[src/rtl/multicycle_control_if.sv]
// Signal bundle between the multicycle sequencer and the IR/decoder + datapath.
// Defining INSTR_COUNT_EN adds the retired-instruction count to the bundle.
interface multicycle_control_if #(
  parameter int OPCODE_W = 3,
  parameter int CNT_W    = 16
);
  logic [OPCODE_W-1:0] opcode;
  logic                is_zero;
  logic                mem_ready;
  logic                resume;
  logic                pc_en;
  logic                pc_load;
  logic                pc_skip;
  logic                acc_load;
  logic [1:0]          acc_sel;
  logic                mem_ins_en;
  logic                mem_da_en;
  logic                mem_da_we;
  logic                jmp;
  logic                halt;
  logic                err;
  logic [2:0]          state_o;
`ifdef INSTR_COUNT_EN
  logic [CNT_W-1:0]    retired;
`endif

  if (CNT_W < 1) begin : g_bad_cnt_w
    $error("multicycle_control_if: CNT_W must be at least 1");
  end

  // master is the sequencer; slave is the decoder/datapath side
  modport master (
`ifdef INSTR_COUNT_EN
    output retired,
`endif
    input  opcode, is_zero, mem_ready, resume,
    output pc_en, pc_load, pc_skip, acc_load, acc_sel,
    output mem_ins_en, mem_da_en, mem_da_we, jmp, halt, err, state_o
  );

  modport slave (
`ifdef INSTR_COUNT_EN
    input  retired,
`endif
    output opcode, is_zero, mem_ready, resume,
    input  pc_en, pc_load, pc_skip, acc_load, acc_sel,
    input  mem_ins_en, mem_da_en, mem_da_we, jmp, halt, err, state_o
  );
endinterface

[src/rtl/multicycle_control.sv]
// Multicycle CPU sequencer: FETCH/DECODE/EXECUTE/WRITEBACK with memory-ready timeout
// and resumable halt. Defining INSTR_COUNT_EN adds a retired-instruction counter.
module multicycle_control #(
  parameter int OPCODE_W    = 3,
  parameter int MEM_TIMEOUT = 15,
  parameter int CNT_W       = 16
) (
  input logic                  clk,
  input logic                  rst,
  multicycle_control_if.master bus
);

  typedef enum logic [2:0] {
    S_IDLE      = 3'd0,
    S_FETCH     = 3'd1,
    S_DECODE    = 3'd2,
    S_EXECUTE   = 3'd3,
    S_WRITEBACK = 3'd4,
    S_HALTED    = 3'd5
  } state_e;

  // NOP gets its own code so that a resume can force it even when OPCODE_W is 3
  typedef enum logic [3:0] {
    OP_HLT = 4'd0,
    OP_SKZ = 4'd1,
    OP_ADD = 4'd2,
    OP_AND = 4'd3,
    OP_XOR = 4'd4,
    OP_LDA = 4'd5,
    OP_STO = 4'd6,
    OP_JMP = 4'd7,
    OP_NOP = 4'd8
  } op_e;

  localparam logic [7:0] LastWait = 8'(MEM_TIMEOUT - 1);

  if (OPCODE_W < 3 || MEM_TIMEOUT < 1 || MEM_TIMEOUT > 255 || CNT_W < 1) begin : g_bad_param
    $error("multicycle_control: illegal parameter combination");
  end

  state_e              state_q, state_d;
  op_e                 ir_op_q, ir_op_d;
  logic [7:0]          wait_q, wait_d;
  logic                err_q, err_d;
  logic [OPCODE_W-1:0] opcode_in;
  op_e                 dec_op;
  logic                is_mem_op;

  assign opcode_in = bus.opcode;

  // Codes above 7 all collapse onto NOP
  always_comb begin
    dec_op = op_e'({1'b0, opcode_in[2:0]});
    if (|(opcode_in >> 3)) begin
      dec_op = OP_NOP;
    end
  end

  assign is_mem_op = (ir_op_q == OP_ADD) || (ir_op_q == OP_AND) || (ir_op_q == OP_XOR) ||
                     (ir_op_q == OP_LDA) || (ir_op_q == OP_STO);

  always_ff @(posedge clk) begin
    if (rst) begin
      state_q <= S_IDLE;
      ir_op_q <= OP_HLT;
      wait_q  <= 8'd0;
      err_q   <= 1'b0;
    end else begin
      state_q <= state_d;
      ir_op_q <= ir_op_d;
      wait_q  <= wait_d;
      err_q   <= err_d;
    end
  end

  always_comb begin
    state_d = state_q;
    ir_op_d = ir_op_q;
    wait_d  = 8'd0;
    err_d   = err_q;
    unique case (state_q)
      S_IDLE:   state_d = S_FETCH;
      S_FETCH:  state_d = S_DECODE;
      S_DECODE: begin
        ir_op_d = dec_op;
        state_d = S_EXECUTE;
      end
      S_EXECUTE: begin
        if (is_mem_op) begin
          // A ready arriving on the final allowed cycle still completes the access
          if (bus.mem_ready) begin
            state_d = S_WRITEBACK;
          end else if (wait_q == LastWait) begin
            state_d = S_HALTED;
            err_d   = 1'b1;
          end else begin
            wait_d = wait_q + 8'd1;
          end
        end else if (ir_op_q == OP_HLT) begin
          state_d = S_HALTED;
        end else begin
          state_d = S_WRITEBACK;
        end
      end
      S_WRITEBACK: state_d = S_FETCH;
      S_HALTED: begin
        if (bus.resume && !err_q) begin
          state_d = S_WRITEBACK;
          ir_op_d = OP_NOP;
        end
      end
      default: state_d = S_IDLE;
    endcase
  end

  always_comb begin
    bus.pc_en      = 1'b0;
    bus.pc_load    = 1'b0;
    bus.pc_skip    = 1'b0;
    bus.acc_load   = 1'b0;
    bus.acc_sel    = 2'd0;
    bus.mem_ins_en = 1'b0;
    bus.mem_da_en  = 1'b0;
    bus.mem_da_we  = 1'b0;
    bus.jmp        = 1'b0;
    bus.halt       = 1'b0;
    unique case (state_q)
      S_FETCH, S_DECODE: bus.mem_ins_en = 1'b1;
      S_EXECUTE: begin
        bus.mem_ins_en = 1'b1;
        bus.mem_da_en  = is_mem_op;
        bus.mem_da_we  = (ir_op_q == OP_STO);
        bus.jmp        = (ir_op_q == OP_JMP);
      end
      S_WRITEBACK: begin
        bus.pc_en = 1'b1;
        case (ir_op_q)
          OP_ADD: begin bus.acc_load = 1'b1; bus.acc_sel = 2'd0; end
          OP_AND: begin bus.acc_load = 1'b1; bus.acc_sel = 2'd1; end
          OP_XOR: begin bus.acc_load = 1'b1; bus.acc_sel = 2'd2; end
          OP_LDA: begin bus.acc_load = 1'b1; bus.acc_sel = 2'd3; end
          OP_SKZ: bus.pc_skip = bus.is_zero;
          OP_JMP: begin
            bus.pc_en   = 1'b0;
            bus.pc_load = 1'b1;
            bus.jmp     = 1'b1;
          end
          default: ;
        endcase
      end
      S_HALTED: bus.halt = 1'b1;
      default: ;
    endcase
  end

  assign bus.err     = err_q;
  assign bus.state_o = state_q;

`ifdef INSTR_COUNT_EN
  logic [CNT_W-1:0] retired_q;

  always_ff @(posedge clk) begin
    if (rst) begin
      retired_q <= '0;
    end else if (state_q == S_WRITEBACK) begin
      retired_q <= retired_q + CNT_W'(1);
    end
  end

  assign bus.retired = retired_q;
`endif

endmodule

[src/flat_wrapper.sv]
// flat-port wrapper written by rule: the top's interface ports become plain ports
module multicycle_control_flat 
#(
  parameter int OPCODE_W    = 3,
  parameter int MEM_TIMEOUT = 15,
  parameter int CNT_W       = 16
)
  (clk, rst, bus_opcode, bus_is_zero, bus_mem_ready, bus_resume, bus_pc_en, bus_pc_load, bus_pc_skip, bus_acc_load, bus_acc_sel, bus_mem_ins_en, bus_mem_da_en, bus_mem_da_we, bus_jmp, bus_halt, bus_err, bus_state_o);
  multicycle_control_if #(.OPCODE_W(OPCODE_W), .CNT_W(CNT_W)) bus_i ();
  input logic clk;
  input logic rst;
  input wire logic [$bits(bus_i.opcode)-1:0] bus_opcode;
  input wire logic [$bits(bus_i.is_zero)-1:0] bus_is_zero;
  input wire logic [$bits(bus_i.mem_ready)-1:0] bus_mem_ready;
  input wire logic [$bits(bus_i.resume)-1:0] bus_resume;
  output wire logic [$bits(bus_i.pc_en)-1:0] bus_pc_en;
  output wire logic [$bits(bus_i.pc_load)-1:0] bus_pc_load;
  output wire logic [$bits(bus_i.pc_skip)-1:0] bus_pc_skip;
  output wire logic [$bits(bus_i.acc_load)-1:0] bus_acc_load;
  output wire logic [$bits(bus_i.acc_sel)-1:0] bus_acc_sel;
  output wire logic [$bits(bus_i.mem_ins_en)-1:0] bus_mem_ins_en;
  output wire logic [$bits(bus_i.mem_da_en)-1:0] bus_mem_da_en;
  output wire logic [$bits(bus_i.mem_da_we)-1:0] bus_mem_da_we;
  output wire logic [$bits(bus_i.jmp)-1:0] bus_jmp;
  output wire logic [$bits(bus_i.halt)-1:0] bus_halt;
  output wire logic [$bits(bus_i.err)-1:0] bus_err;
  output wire logic [$bits(bus_i.state_o)-1:0] bus_state_o;
  assign bus_i.opcode = bus_opcode;
  assign bus_i.is_zero = bus_is_zero;
  assign bus_i.mem_ready = bus_mem_ready;
  assign bus_i.resume = bus_resume;
  assign bus_pc_en = bus_i.pc_en;
  assign bus_pc_load = bus_i.pc_load;
  assign bus_pc_skip = bus_i.pc_skip;
  assign bus_acc_load = bus_i.acc_load;
  assign bus_acc_sel = bus_i.acc_sel;
  assign bus_mem_ins_en = bus_i.mem_ins_en;
  assign bus_mem_da_en = bus_i.mem_da_en;
  assign bus_mem_da_we = bus_i.mem_da_we;
  assign bus_jmp = bus_i.jmp;
  assign bus_halt = bus_i.halt;
  assign bus_err = bus_i.err;
  assign bus_state_o = bus_i.state_o;
  multicycle_control #(.OPCODE_W(OPCODE_W), .MEM_TIMEOUT(MEM_TIMEOUT), .CNT_W(CNT_W)) u_core (.clk(clk), .rst(rst), .bus(bus_i));
endmodule
[config.mk]
export PLATFORM = sky130hd
export DESIGN_NAME = multicycle_control_flat
export DESIGN_NICKNAME = d
export VERILOG_FILES = /design/src/rtl/multicycle_control_if.sv /design/src/rtl/multicycle_control.sv /design/src/flat_wrapper.sv
export SDC_FILE = /design/constraint.sdc
export NUM_CORES = 1
export LEC_CHECK = 0
export BUFFER_PORTS_ARGS = -buffer_cell sky130_fd_sc_hd__buf_2
export CORE_MARGIN = 2
export CORE_UTILIZATION = 45
export CTS_CLUSTER_DIAMETER = 80
export DETAILED_ROUTE_END_ITERATION = 12
export PLACE_DENSITY = 0.76
export SETUP_SLACK_MARGIN = 0.4
export SYNTH_ARGS = -nofsm -noshare
export SYNTH_HDL_FRONTEND = slang
export SYNTH_SLANG_ARGS = --single-unit
[constraint.sdc]
create_clock -name clk -period 1.6 [get_ports clk]
set_input_delay 0.24 -clock clk [delete_from_list [all_inputs] [get_ports clk]]
set_output_delay 0.24 -clock clk [all_outputs]
set_load 0.01 [all_outputs]
---- After elaboration in Yosys (flattened, before gate mapping) ----
Cells that the tools add are included.
storage, ports and cells
  memories ................................ 0
  bits of input ports ..................... 8
  memory bits (writable) .................. 0
  register bits ........................... 16
  output and inout bits ................... 15
  bits in latches ......................... 0
  bits in read-only memories .............. 0
  word-level logic and storage cells ...... 62
cells by class
  eq/ne operators ......................... 15
  add/subtract/negate cells ............... 1
  shifts and indexed selects .............. 0
  magnitude comparators ................... 0
  bitwise gates (word level) .............. 3
  multiplexer cells ....................... 23
  divide/modulo/power cells ............... 0
  reduce and logical (&&, ||, !) cells .... 16
  multiply operators ...................... 0
operator list
  cell                                                  count
  equality test 4 x 3 -> 1 bit (second input constant)  4
  case mux 3 bit (5 select lines)                       1
  two-way mux 1 bit                                     13
  two-way mux 3 bit                                     4
  adder 8 x 1 -> 8 bit (second input constant)          1
  equality test 4 x 2 -> 1 bit (second input constant)  2
  equality test 8 x 4 -> 1 bit (second input constant)  1
  case mux 4 bit (2 select lines)                       1
  equality test 3 x 2 -> 1 bit (second input constant)  2
  equality test 3 bit (second input constant)           2
  case mux 2 bit (3 select lines)                       1
  OR reduction 5 bit                                    1
  equality test 4 x 1 -> 1 bit (second input constant)  1
  logical NOT 4 bit                                     1
  logical OR 1 bit                                      4
  two-way mux 4 bit                                     1
  inequality test 4 bit (second input constant)         1
  AND reduction 2 bit                                   2
  AND reduction 4 bit                                   1
  OR reduction 4 bit                                    1
  equality test 3 x 1 -> 1 bit (second input constant)  1
  logical NOT 3 bit                                     1
  NOT 1 bit                                             3
  OR reduction 3 bit                                    1
  other kinds (7)                                       7

---- Depth between registers and ports, before layout ----
Gate-level depths: netlist (run 1).
  depth after elaboration ................. 7
  mapped depth ............................ 6
  gate-level depth less buffers ........... 5

---- Worst setup path after synthesis (run 1) ----
OpenSTA, ideal clock, no wires.
  path type ............................... register to output
  from .................................... register u_core.state_q[2], in the netlist u_core.bus.state_o[2]
  to ...................................... output port bus_acc_sel[0]
  arrival time ............................ 1.701 ns
  cell stages (with the launch flop) ...... 5
  path buffers ............................ 0
  slack ................................... -0.341 ns
  required time ........................... 1.360 ns
  cell sequence ........................... dfxtp_1 or3b_2 or2_2 nor2_1 and2_1
on the way
  longest elaborated chain between the ends .. 2
RTL lines
  element                 line                       RTL
  start, declared         multicycle_control.sv:41   state_e state_q, state_d;
  start signal, assigned  multicycle_control.sv:69   state_q <= state_d;
  equality test 3 bit     multicycle_control.sv:127  unique case (state_q)
  two-way mux 2 bit       multicycle_control.sv:127
  end, declared           flat_wrapper.sv:20         output wire logic [$bits(bus_i.acc_sel)-1:0] bus_acc_sel;
No other way between the ends.

---- Final worst setup path (run 1) ----
  from .................................... register u_core.state_q[0], in the netlist u_core.bus.state_o[0]
  to ...................................... output port bus_acc_sel[0]
Same word-level chain as after synthesis.

==> flow_summary.json, run 1 <==
{
  "run_status": "finished, violations left",
  "failed_checks": "setup timing",
  "critical_path.cell_chain": "or3b_4, or2_4, nor2_4, and2_4, buf_6",
  "cts.path.max_buffers": 2,
  "timing.critical_path.to": "bus_acc_sel[0]",
  "synth.distinct_cells": 34,
  "clock_sink_count": 16,
  "rr_startpoint": "u_core.bus.state_o[1]",
  "post_synthesis_cell_area_um2": 838.3,
  "fin_ws_ns": -0.3316,
  "data_arrival_time_at_the_worst_slack_endpoint_ns": 1.69,
  "antenna_found_initial": 0,
  "max_frequency_mhz": 517.7,
  "p_int_uw": 700.2,
  "timing_hold_violations_final": 0,
  "cp_num_buf_inv": 1,
  "die_w_um": 47.16,
  "grt_max_degree": 10,
  "drc": 0,
  "power.share.switching_pct": 28.00,
  "power-per-cell-area_nw_per_um2": 652.1,
  "drt_antenna_net_count": 0,
  "cts_root_buf": "clkbuf_4",
  "core_um2": 1745,
  "ys_warn_count": 0,
  "setup_tns_ns": -4.437,
  "grt_remaining_overflow": 0,
  "worst_path_dominant_cell_family": "simple AND/OR/NAND/NOR gates",
  "place.port_buffers": 22,
  "crit_start": "u_core.bus.state_o[0]",
  "place.detailed.hpwl_um": 1379,
  "setup_viol": 22,
  "crit_required_ns": 1.36,
  "synth-main-ff-cell": "dfxtp_1",
  "drt_wl_total_um": 3049,
  "start_util_pct": 48.03,
  "final_worst_clock_skew_ns": 0.01036,
  "yosysMostFrequentCell": "nor2_1",
  "synth_adder_area_share_pct": 2.985,
  "period_needed_ns": 1.932,
  "synth_sequential_area_ratio_pct": 38.21,
  "syn_nets": 109,
  "wire_per_inst_um": 17.42,
  "ioPinCount": 23,
  "path_max_fanout": 4,
  "floorplan.die_area_um2": 2224,
  "drive_above_1_share_pct": 63.33,
  "postLayoutCellArea_um2": 1491,
  "seq_power_share_pct": 43.7,
  "cts_made_buffers": 3,
  "synth_cells": 99,
  "via_count_of_the_first_global_routing_pass": 829,
  "max-cap-violations": 0,
  "synth-compound-area-share_pct": 10.00,
  "worstMarginPinSlew_ns": 0.4166,
  "nets_finish": 161,
  "placedCellCount": 155,
  "antenna_cells": 0,
  "critical_path.slowest_cell": "or3b_4",
  "power.switching_uw": 272.3,
  "critPathLaunchType": "flip-flop",
  "synth_mux_area_share_pct": 0,
  "final_cell_count_no_fill": 175,
  "finalHoldWorstSlack_ns": 0.2001,
  "synth.top_cells.by_count": "19 x nor2_1, 16 x dfxtp_1, 8 x nand2_1",
  "core.rowCount": 15,
  "clock_share_of_power_pct": 27.3,
  "critical_path_cell_count": 5,
  "ys_seq_elements": 16,
  "reg2reg_depth": 6,
  "dpl_cell_area_um2": 1109,
  "synth_simple_gate_area_share_pct": 37.16,
  "drt_iter0_drc": 28,
  "flow.area_growth_from_synthesis_pct": 77.91,
  "count_of_flip_flops_with_a_built_in_enable_after_synthesis": 0,
  "avgSynthCellArea_um2": 8.468,
  "asyncSetResetFlopFracSynth_pct": 0,
  "regToRegEndpoint": "u_core.wait_q[7]",
  "worst-r2r-setup-slack_ns": -0.24,
  "grt_pass1_wl_um": 3622,
  "grt_util_all_layers_pct": 24.04,
  "grt_setup_unrepaired": "true",
  "synth_top_area_share_pct": 38.21,
  "die_h_um": 47.16,
  "power.share.combinational_pct": 29.0,
  "clock_insertion_delay_worst_skew_ns": 0.30,
  "hp-class": "input port to flip-flop",
  "cts_hold_buffers": 0,
  "cts_max_level": 1,
  "period_share_pct": 120.7,
  "worst_slew_slack_as_a_fraction_of_its_limit_pct": 72.17,
  "leakagePower_uw": 0.0006129,
  "route.detailed.vias_per_inst": 5.520,
  "tritoncts": "built",
  "vdd_drop_max_v": 0.0005793,
  "endpoint_kind": "output port",
  "gp_congestion": 0.7770,
  "final_max_slew_viol_count": 0,
  "cp_slowest_stage_delay_ns": 0.39,
  "drt_pre_antenna_iters": 6,
  "yosys.area.top_type": "dfxtp_1",
  "parity_gate_share_of_the_synthesized_area_counting_xor_and_xnor_cells_pct": 7.313,
  "via_count": 966,
  "worst_setup_hold_path_clk_slew_ns": 0.09,
  "combinational_family_with_the_most_area_after_synthesis": "simple AND/OR/NAND/NOR gates",
  "critPathKind": "flip-flop to output port",
  "synth.top_cells.by_area": "dfxtp_1 38%, nor2_1 8.5%, xor2_1 5.2%"
}
[worst min path at each step]
stage | depth (start not counted) | endpoint | slack [ns] | startpoint
floorplan | 2 | u_core.ir_op_q[0] | 0.40 | bus_opcode[0]
global placement | 2 | u_core.bus.err | 0.46 | u_core.bus.err
detailed placement | 2 | u_core.bus.err | 0.48 | u_core.bus.err
CTS | 3 | u_core.ir_op_q[0] | 0.20 | bus_opcode[0]
global route | 3 | u_core.ir_op_q[1] | 0.21 | bus_opcode[1]
finish | 3 | u_core.ir_op_q[1] | 0.20 | bus_opcode[1]
[stage by stage]
step | total power [uW] | utilization (%) | worst slack (ns)
finish | 972.5 | 85.45 | -0.3316
global route | 1010 | 85.45 | -0.3480
CTS | 917.6 | 78.71 | -0.2666
detailed placement | 589.2 | 63.51 | -0.1124
global placement | 586.1 | 63.51 | -0.03786
floorplan | 529.2 | - | -0.08266
[sequential cells by signal, summed over array words and instances (netlist names)]
register / cells
u_core.wait_q: 8
u_core.bus.err: 1
u_core.ir_op_q: 4
u_core.bus.state_o: 3
[tightest hold or removal path, cell delays in order]
cell and delay, ns:
buf_2 0.09, a22oi_2 0.06, nor2_1 0.07
[logic make-up (layout without fill, tap and decap cells)]
logic type      count (synthesis)  count (layout)
compound gates                 12              12
flops                          16              16
xor+xnor                        7               7
fa+ha+maj                       2               2
simple gates                   55              55
buf+inv                         7              58
[metal layers]
layer  part of all wire, %  GRT usage [%]  vias up  wire length, um
met5                     0              0        -                0
met1                    39          27.10      474             1176
li1                      -              -      446                -
met2                    53          42.74       33             1606
met3                   6.2          7.308       13              188
met4                   2.5          8.333        0               77
[final cells by class]
cell class | instances | area [um^2]
fillers | 85 | 254.0
inverters | 3 | 11.26
well taps | 25 | 31.28
multi-input cells | 76 | 673.1
repair buffers | 51 | 410.4
flip-flops and latches | 16 | 329.1
clock buffers | 4 | 36.28
[cells in the final DEF, fill, tap and decap left out, types with 2 or more instances in the layout]
cell type / n
nor3b_2: 2
buf_6: 18
nand4_1: 2
and2_4: 2
nor2_2: 5
buf_2: 16
buf_4: 17
nor2_4: 5
nand3_1: 3
xor2_1: 5
nor3b_4: 2
dfxtp_4: 2
nor2_1: 9
o21ai_0: 2
and2b_1: 2
a21oi_2: 3
dfxtp_1: 13
ha_1: 2
and3_1: 2
nand2_1: 5
inv_1: 3
nand2_4: 2
xnor2_1: 2
nand2b_4: 2
a22oi_2: 3
clkbuf_4: 3
[timing repair]
action                                  CTS  global route
pin swaps                                17             9
endpoints found under the setup margin   26            30
gates cloned                              0             0
resized for setup                        34            18
setup buffers                             9             7
[power groups by stage]
| stage | Combinational (uW) | Clock, uW | Sequential, uW |
|---|---|---|---|
| finish | 282 | 266 | 425 |
| floorplan | 89.2 | 0 | 440 |
| CTS | 230 | 264 | 423 |
| global placement | 153 | 0 | 433 |
| detailed placement | 155 | 0 | 434 |
| global route | 297 | 286 | 427 |
Power figures use the tool's default switching activity.
==> run 2, diff against run 1 <==
- PLACE_DENSITY: 0.76 -> 0.72
==> flow_summary.json, run 2 (synthesis results as in run 1) <==
{
  "period_needed_ns": 1.904,
  "start_util_pct": 48.03,
  "grt_max_degree": 10,
  "power.share.switching_pct": 27.36,
  "path_max_fanout": 3,
  "ioPinCount": 23,
  "fin_ws_ns": -0.3038,
  "drt_antenna_net_count": 0,
  "grt_pass1_wl_um": 3705,
  "clock_sink_count": 16,
  "drive_above_1_share_pct": 62.00,
  "run_status": "finished, violations left",
  "cts.path.max_buffers": 2,
  "finalCoreUtilization_pct": 83.30,
  "route.detailed.vias_per_inst": 5.017,
  "place.detailed.hpwl_um": 1529,
  "max_frequency_mhz": 525.3,
  "data_arrival_time_at_the_worst_slack_endpoint_ns": 1.66,
  "gp_congestion": 0.8413,
  "core.rowCount": 15,
  "antenna_cells": 0,
  "clock_insertion_delay_worst_skew_ns": 0.29,
  "die_w_um": 47.16,
  "grt_util_all_layers_pct": 24.08,
  "wire_per_inst_um": 14.45,
  "cp_slowest_stage_delay_ns": 0.40,
  "antenna_found_initial": 0,
  "vdd_drop_max_v": 0.0006705,
  "final_worst_clock_skew_ns": 0.0006520,
  "critical_path.slowest_cell": "or3b_4",
  "power-per-cell-area_nw_per_um2": 665.1,
  "worstMarginPinSlew_ns": 0.3896,
  "worst_setup_hold_path_clk_slew_ns": 0.09,
  "mostFrequentLayoutCells": "23 x buf_4, 14 x buf_2, 14 x buf_6, 13 x dfxtp_1, 10 x nor2_1",
  "seq_power_share_pct": 43.5,
  "core_um2": 1745,
  "postLayoutCellArea_um2": 1454,
  "mostFrequentLayoutCell": "buf_4",
  "cp_num_buf_inv": 1,
  "floorplan.die_area_um2": 2224,
  "grt_use_met3_pct": 8.077,
  "cts_hold_buffers": 0,
  "worst_path_dominant_cell_family": "simple AND/OR/NAND/NOR gates",
  "final_max_slew_viol_count": 0,
  "drt_pre_antenna_iters": 4,
  "max-cap-violations": 0,
  "drc": 0,
  "p_int_uw": 702.4,
  "hp-class": "input port to flip-flop",
  "pre_cts_slack_ns": -0.1078,
  "flip_flop_count_of_the_largest_register_after_layout": 8,
  "timing_hold_violations_final": 0,
  "endpoint_kind": "output port",
  "power.switching_uw": 264.6,
  "drt_wl_total_um": 2529,
  "failed_checks": "setup timing",
  "via_count_of_the_first_global_routing_pass": 807,
  "power.share.combinational_pct": 28.6,
  "leakagePower_uw": 0.0005948,
  "critPathLaunchType": "flip-flop",
  "flow.area_growth_from_synthesis_pct": 73.43,
  "grt_remaining_overflow": 0,
  "global_route.peak_usage_layer": "met2",
  "drt_iter0_drc": 13,
  "worst_slew_slack_as_a_fraction_of_its_limit_pct": 73.97,
  "cts_max_level": 1,
  "tritoncts": "built",
  "cts_made_buffers": 3,
  "setup_viol": 20,
  "largest_register": "u_core.wait_q",
  "use_met2_pct": 40.55,
  "critical_path.cell_chain": "or3b_4, or2_4, nor2_4, and2_4, buf_6",
  "dpl_cell_area_um2": 1131,
  "place.port_buffers": 22,
  "critPathKind": "flip-flop to output port",
  "period_share_pct": 119.0,
  "via_count": 878,
  "met1_usage_pct": 30.70,
  "crit_required_ns": 1.36,
  "cts_root_buf": "clkbuf_4",
  "nets_finish": 161,
  "grt_setup_unrepaired": "true",
  "die_h_um": 47.16,
  "clock_share_of_power_pct": 27.8
}
[run 2: changes by cell type in the layout (fill, tap and decap cells not counted), moves of 2 or more]
cell	delta
buf_2	-2
and2b_2	+2
buf_4	+6
nand2_1	+2
nand2_4	-2
buf_6	-4
and2b_1	-2
[run 2: metal layers]
metal	routed length, um	share of wire (%)
met2	1316	52
met3	100	4.0
met5	0	0
met1	1104	44
met4	8	0.32
[run 2: area by class of cell]
class | count | area, um^2
Inverter | 3 | 11.26
Clock buffer | 4 | 36.28
Timing Repair Buffer | 51 | 400.4
Tap cell | 25 | 31.28
Fill cell | 102 | 291.5
Multi-Input combinational cell | 76 | 643.1
Sequential cell | 16 | 331.6
[run 2: metrics by stage]
stage	instances	setup TNS [ns]	power, uW	hold WS (ns)
global route	175	-4.831	1016	0.1963
floorplan	99	-0.6553	529.2	0.4026
detailed placement	158	-0.8304	599.8	0.4613
finish	175	-3.709	967.0	0.1934
CTS	169	-3.040	911.5	0.1938
global placement	158	-0.3964	596.4	0.4483
[run 2: worst reg2reg max path: stages, from the launching register on]
cell       delay, ns
dfxtp_4         0.35
buf_4           0.15
nand4bb_4       0.20
or4b_4          0.51
o21a_1          0.22
a2111oi_2       0.30
[run 2: worst paths after layout]
path | from | end | slack [ns] | depth (start not counted)
max | u_core.bus.state_o[1] | bus_acc_sel[0] | -0.30 | 5
min | bus_opcode[2] | u_core.ir_op_q[2] | 0.19 | 3
min reg2reg | u_core.bus.err | u_core.bus.err | 0.48 | 2
max reg2reg | u_core.bus.state_o[2] | u_core.bus.state_o[1] | -0.24 | 5
[run 2: timing repair]
action / in CTS / in global routing
gates resized for setup: 23 / 20
setup endpoints to repair: 25 / 29
pin swaps: 14 / 3
setup buffers: 7 / 6
[run 2: power by group through the flow]
stage / logic, uW / registers (uW) / clock network, uW
3_5_place_dp: 164 / 436 / 0
5_1_grt: 298 / 423 / 295
2_1_floorplan: 89.2 / 440 / 0
4_1_cts: 214 / 422 / 276
6_report: 277 / 421 / 269
3_3_place_gp: 161 / 435 / 0
